--- config.mk ---
export PLATFORM = sky130hd
export DESIGN_NAME = mux_4_to_1_rr_flat
export DESIGN_NICKNAME = d
export VERILOG_FILES = /design/src/rtl/mux_4_to_1_rr_pkg.sv /design/src/rtl/mux_4_to_1_rr_if.sv /design/src/rtl/mux_4_to_1_rr_arbiter.sv /design/src/rtl/mux_4_to_1_rr.sv /design/src/flat_wrapper.sv
export SDC_FILE = /design/constraint.sdc
export NUM_CORES = 1
export LEC_CHECK = 0
export CORE_AREA = 2 2 39 41
export CTS_BUF_LIST = sky130_fd_sc_hd__clkbuf_8 sky130_fd_sc_hd__clkbuf_16
export DETAILED_ROUTE_END_ITERATION = 7
export DIE_AREA = 0 0 41 43
export GPL_TIMING_DRIVEN = 0
export PLACE_DENSITY = 0.64
export SYNTH_ARGS = -nofsm -noshare
export SYNTH_HDL_FRONTEND = slang
export SYNTH_SLANG_ARGS = --single-unit
--- constraint.sdc ---
create_clock -name clk -period 2.15 [get_ports clk]
set_input_delay 0.43 -clock clk [delete_from_list [all_inputs] [get_ports clk]]
set_output_delay 0.43 -clock clk [all_outputs]
set_load 0.01 [all_outputs]
--- src/rtl/mux_4_to_1_rr_pkg.sv ---
// Shared definitions for the 4-to-1 round-robin collector.
//   SEL_W / NUM_CH : width of a channel index and number of source channels
//   ch_e           : channel index encoding, identical to the demux control
//   out_state_e    : occupancy of the one-entry output register
//   next_ptr()     : priority pointer advance with 2-bit wrap (3 -> 0)
package mux_4_to_1_pkg;

  localparam int SEL_W  = 2;
  localparam int NUM_CH = 4;

  typedef enum logic [SEL_W-1:0] {
    CH0 = 2'b00,
    CH1 = 2'b01,
    CH2 = 2'b10,
    CH3 = 2'b11
  } ch_e;

  typedef enum logic {
    EMPTY = 1'b0,
    FULL  = 1'b1
  } out_state_e;

  function automatic logic [SEL_W-1:0] next_ptr(input logic [SEL_W-1:0] g);
    return g + SEL_W'(1);
  endfunction

endpackage

--- src/rtl/mux_4_to_1_rr_if.sv ---
// Bus bundle of the 4-to-1 round-robin collector.
//   in_data   : 4*WIDTH, channel i at [i*WIDTH +: WIDTH]
//   in_valid  : per-channel valid
//   in_ready  : per-channel ready, at most one bit high
//   out_data  : forwarded word
//   out_sel   : source index of the forwarded word
//   out_valid : output word present
//   out_ready : downstream accepts the word
// Modports: master = source/sink side, slave = collector side.
interface mux_4_to_1_rr_if #(parameter int WIDTH = 1);
  import mux_4_to_1_pkg::*;

  logic [NUM_CH*WIDTH-1:0] in_data;
  logic [NUM_CH-1:0]       in_valid;
  logic [NUM_CH-1:0]       in_ready;
  logic [WIDTH-1:0]        out_data;
  logic [SEL_W-1:0]        out_sel;
  logic                    out_valid;
  logic                    out_ready;

  modport master (
    output in_data, in_valid, out_ready,
    input  in_ready, out_data, out_sel, out_valid
  );

  modport slave (
    input  in_data, in_valid, out_ready,
    output in_ready, out_data, out_sel, out_valid
  );

endinterface

--- src/rtl/mux_4_to_1_rr_arbiter.sv ---
// Combinational 4-way round-robin arbiter.
//   req     : request vector
//   ptr     : index searched first; search ascends mod 4
//   en      : grant enable; gnt is all-zero when low
//   gnt     : one-hot grant
//   gnt_idx : index of the winning request (equals ptr when nothing requests)
module rr_arbiter_4
  import mux_4_to_1_pkg::*;
(
  input  logic [NUM_CH-1:0] req,
  input  logic [SEL_W-1:0]  ptr,
  input  logic              en,
  output logic [NUM_CH-1:0] gnt,
  output logic [SEL_W-1:0]  gnt_idx
);

  logic             found;
  logic [SEL_W-1:0] idx;

  // Walk from the farthest position back to ptr so that the nearest
  // requester (in ascending order from ptr) is the last one written.
  always_comb begin
    found   = 1'b0;
    gnt_idx = ptr;
    idx     = '0;
    for (int k = NUM_CH - 1; k >= 0; k--) begin
      idx = ptr + SEL_W'(k);
      if (req[idx]) begin
        found   = 1'b1;
        gnt_idx = idx;
      end
    end
  end

  generate
    for (genvar gi = 0; gi < NUM_CH; gi++) begin : g_gnt
      assign gnt[gi] = en & found & (gnt_idx == SEL_W'(gi));
    end
  endgenerate

endmodule

--- src/rtl/mux_4_to_1_rr.sv ---
// Registered 4-to-1 round-robin collector.
//   clk : rising-edge clock
//   rst : synchronous active-high reset
//   bus : collector side of mux_4_to_1_rr_if (four valid/ready sources in,
//         one registered valid/ready output carrying data and source index)
// The output register accepts a new word whenever it is empty or being
// drained in the same cycle, so back-to-back transfers run at full rate.
module mux_4_to_1_rr
  import mux_4_to_1_pkg::*;
#(
  parameter int WIDTH = 1
) (
  input  logic             clk,
  input  logic             rst,
  mux_4_to_1_rr_if.slave   bus
);

  out_state_e        state_reg, state_next;
  logic [SEL_W-1:0]  ptr_reg;
  logic [WIDTH-1:0]  data_reg;
  logic [SEL_W-1:0]  sel_reg;

  logic              load;
  logic [NUM_CH-1:0] gnt;
  logic [SEL_W-1:0]  gnt_idx;
  logic [WIDTH-1:0]  ch_data [NUM_CH];

  generate
    for (genvar gi = 0; gi < NUM_CH; gi++) begin : g_unpack
      assign ch_data[gi] = bus.in_data[gi*WIDTH +: WIDTH];
    end
  endgenerate

  // A load happens when someone requests and the output slot is free
  // now or frees up at this edge.
  assign load = (|bus.in_valid) & ((state_reg == EMPTY) | bus.out_ready);

  // Ready is suppressed during reset so no source believes it transferred.
  rr_arbiter_4 u_arb (
    .req     (bus.in_valid),
    .ptr     (ptr_reg),
    .en      (load & ~rst),
    .gnt     (gnt),
    .gnt_idx (gnt_idx)
  );

  assign bus.in_ready  = gnt;
  assign bus.out_data  = data_reg;
  assign bus.out_sel   = sel_reg;
  assign bus.out_valid = (state_reg == FULL);

  always_comb begin
    state_next = state_reg;
    case (state_reg)
      EMPTY: if (load) state_next = FULL;
      FULL: begin
        if (load)              state_next = FULL;
        else if (bus.out_ready) state_next = EMPTY;
      end
      default: state_next = EMPTY;
    endcase
  end

  always_ff @(posedge clk) begin
    if (rst) begin
      state_reg <= EMPTY;
      ptr_reg   <= CH0;
      data_reg  <= '0;
      sel_reg   <= CH0;
    end else begin
      state_reg <= state_next;
      if (load) begin
        data_reg <= ch_data[gnt_idx];
        sel_reg  <= gnt_idx;
        ptr_reg  <= next_ptr(gnt_idx);
      end
    end
  end

endmodule

--- src/flat_wrapper.sv ---
// flat-port wrapper written by rule: the top's interface ports become plain ports
module mux_4_to_1_rr_flat import mux_4_to_1_pkg::*;
#(
  parameter int WIDTH = 1
)
  (clk, rst, bus_in_data, bus_in_valid, bus_out_ready, bus_in_ready, bus_out_data, bus_out_sel, bus_out_valid);
  mux_4_to_1_rr_if #(.WIDTH(WIDTH)) bus_i ();
  input  logic clk;
  input  logic rst;
  input wire logic [$bits(bus_i.in_data)-1:0] bus_in_data;
  input wire logic [$bits(bus_i.in_valid)-1:0] bus_in_valid;
  input wire logic [$bits(bus_i.out_ready)-1:0] bus_out_ready;
  output wire logic [$bits(bus_i.in_ready)-1:0] bus_in_ready;
  output wire logic [$bits(bus_i.out_data)-1:0] bus_out_data;
  output wire logic [$bits(bus_i.out_sel)-1:0] bus_out_sel;
  output wire logic [$bits(bus_i.out_valid)-1:0] bus_out_valid;
  assign bus_i.in_data = bus_in_data;
  assign bus_i.in_valid = bus_in_valid;
  assign bus_i.out_ready = bus_out_ready;
  assign bus_in_ready = bus_i.in_ready;
  assign bus_out_data = bus_i.out_data;
  assign bus_out_sel = bus_i.out_sel;
  assign bus_out_valid = bus_i.out_valid;
  mux_4_to_1_rr #(.WIDTH(WIDTH)) u_core (.clk(clk), .rst(rst), .bus(bus_i));
endmodule
==> results.cfg, run 1 <==
[run_status]
status = finished, final reports clean

[floorplanning]
die_w_um = 41
core-area_mm2 = 0.00138
dieHeight_um = 43
start_util = 0.299
io_pins = 19
rows = 14
dieArea_mm2 = 0.00176

[setup_path]
start_kind = flop
path_delay_family = simple AND/OR/NAND/NOR gates
crit_fanout = 5
path_cells = and3b_1 -> or4_4 -> nand2_4 -> nand2_2 -> nor2_1 -> buf_2
reg2reg_depth = 6
critPathRequiredTime_ns = 1.72
critPathArrivalTime_ns = 1.64
path_class = reg2out
cp.depth = 6
slowest_delay_ns = 0.53
worst_path_max_delay_cell = or4_4
crit_path_end_kind = output pin
path_buf_inv = 1

[final_layout]
final_nets = 89
stdcell_count = 92
drive_gt1_frac = 0.355
area_growth_pct = 64.0
fin_util = 0.491
diodes = 0

[synthesis]
ys_ff_latch = 6
synth_edf_count = 0
avgSynthCellArea_um2 = 7.96
synth_area_leaders = dfxtp_1 (29%), a2111oi_2 (7.3%), a211oi_1 (5.4%)
synth_common_cells = dfxtp_1 (6), nor2_1 (6), nand2_1 (5)
synth_top_cell_area_share = 0.290
synthCells = 52
synth_nets = 63
syn-cell-area_um2 = 414
yosysUniqueCellTypes = 25
seq_area_frac_synth = 0.290
yosys.area.top_type = dfxtp_1
yosys_warnings = 0
ys_dominant_reg_cell = dfxtp_1
async_flop_share = 0

[timing]
maxSlewViolCount = 0
hold_viol_final = 0
finalCritPeriodShare = 0.964
setup_viol = 0
max_freq_ghz = 0.483
slew_headroom = 0.662
worst_slew_pin_slew_ns = 0.494
fin_crit_ns = 2.07
finalClockSkew_ns = 0.00289

[hold_path]
holdPathStages = 2
hp-class = reg2reg

[cts]
insertion_delay_ns = 0.22
h-tree-depth = 1
clkTransAtPathRegs_ns = 0.04
cts_root_buf = clkbuf_8
cts_buffers = 3
cts_tree = yes
ctsLongestPathBuffers = 2
cts-hold-fix-buffers = 0
clkSinkCount = 6

[global_route]
grt_pass1_wl_um = 1670
grt_use_total = 0.140
grt_antenna_before_repair = 0
grt_start_max_net_pins = 10
grt-ovfl-total = 0
grt_pass1_vias = 412

[routing]
drt-initial-drc-count = 9
postRouteAntennaNets = 0
wl_per_cell_um = 12.0
viasPerCell = 5.16
via_count = 475
first_pass_iters = 4
drc = 0
wirelength_um = 1110

[place]
hpwl_um = 709
io_buffers = 17
dp.cells = 85
place.gp.congestion = 0.682

[flow_run]
max_cap_viol_count = 0

[pwr]
p_per_area_mw_per_mm2 = 732
ir_drop_v = 0.000349
p_leak_nw = 0.274
-- worst paths after layout --
| check | startpoint | end | slack (ns) |
|---|---|---|---|
| hold / removal | u_core.bus.out_sel[1]$_SDFFE_PP0P_ | u_core.bus.out_sel[1]$_SDFFE_PP0P_ | 0.45 |
| hold reg to reg | u_core.bus.out_sel[1]$_SDFFE_PP0P_ | u_core.bus.out_sel[1]$_SDFFE_PP0P_ | 0.45 |
| setup / recovery | u_core.ptr_reg[1]$_SDFFE_PP0P_ | bus_in_ready[2] | 0.08 |
| setup reg to reg | u_core.ptr_reg[1]$_SDFFE_PP0P_ | u_core.bus.out_data$_SDFFE_PP0P_ | 0.33 |
-- cell families (layout without fill, tap and decap cells) --
logic type             after synthesis  count (layout)  share of synthesized area
flip-flops                           6               6                      0.290
AND/OR/NAND/NOR                     25              25                      0.347
buffers and inverters                4              28                     0.0393
AO/OA/AOI/OAI                       16              16                      0.302
XOR/XNOR                             1               1                     0.0212
-- cell usage in the layout (no fill, tap or decap), types with 2 or more instances in the layout --
master,n
a2111oi_2,2
clkbuf_1,2
o21ai_1,2
buf_2,6
a21oi_1,4
nor4_1,2
clkdlybuf4s50_1,9
nor2b_1,3
buf_4,4
nand2_1,4
a211oi_1,3
dfxtp_1,5
nand2b_1,2
clkbuf_8,3
nor2_1,5
-- worst register-to-register path, cell delays in order, from the launching register on --
cell,delay (ns)
dfxtp_4,0.34
and3b_1,0.18
or4_4,0.53
nand2_4,0.10
buf_4,0.15
a2111oi_2,0.07
a2111oi_2,0.34
-- timing repair --
| item | in CTS | in global routing |
|---|---|---|
| pin swaps | 1 | 2 |
| buffers inserted | 2 | 2 |
| setup endpoints to repair | 5 | 2 |
| cloned | 0 | 0 |
| gates resized for setup | 34 | 11 |
-- where the power goes --
part | total, mW | switching [mW] | leakage [nW] | internal (mW)
Combinational | 0.190 | 0.0921 | 0.202 | 0.0984
Clock | 0.169 | 0.0483 | 0.0216 | 0.120
Sequential | 0.138 | 0.00994 | 0.0505 | 0.129
Total | 0.498 | 0.150 | 0.274 | 0.347
-- cell type report --
cell class                      count  area [µm²]
Tap cell                           16        20.0
Fill cell                         141         704
Timing Repair Buffer               21         173
Sequential cell                     6         124
Clock buffer                        3        41.3
Multi-Input combinational cell     42         305
Inverter                            1        3.75
Buffer                              3        12.5
-- routing by layer --
metal	vias to the layer above	share of wire	global-route usage	routed length, µm
met5	-	0	0	0
met4	0	0	0.0533	0
met3	0	0.051	0.0524	57
met2	12	0.52	0.216	575
met1	220	0.43	0.168	475
li1	243	-	-	-
-- stage by stage --
step	cell area (µm²)	worst slack [ns]	TNS (ns)	hold WS (ns)	power, mW
2_1_floorplan	414	0.287	0	0.481	0.235
3_3_place_gp	604	-0.799	-3.32	0.445	0.300
3_5_place_dp	604	-0.810	-3.40	0.452	0.300
4_1_cts	659	-0.00586	-0.00586	0.452	0.484
5_1_grt	679	-0.00304	-0.00304	0.477	0.525
6_report	679	0.0782	0	0.449	0.498
No activity file was read; power rests on OpenSTA's default activity.
==> inputs of run 2 (changes only) <==
--- a/config.mk
+++ b/config.mk
@@ -10,6 +10,7 @@
 export DETAILED_ROUTE_END_ITERATION = 7
 export DIE_AREA = 0 0 41 43
 export GPL_TIMING_DRIVEN = 0
+export HOLD_SLACK_MARGIN = 0.15
 export PLACE_DENSITY = 0.64
 export SYNTH_ARGS = -nofsm -noshare
 export SYNTH_HDL_FRONTEND = slang
==> results of run 2 <==
Final layout, timing and power as in run 1 (identical DEF).
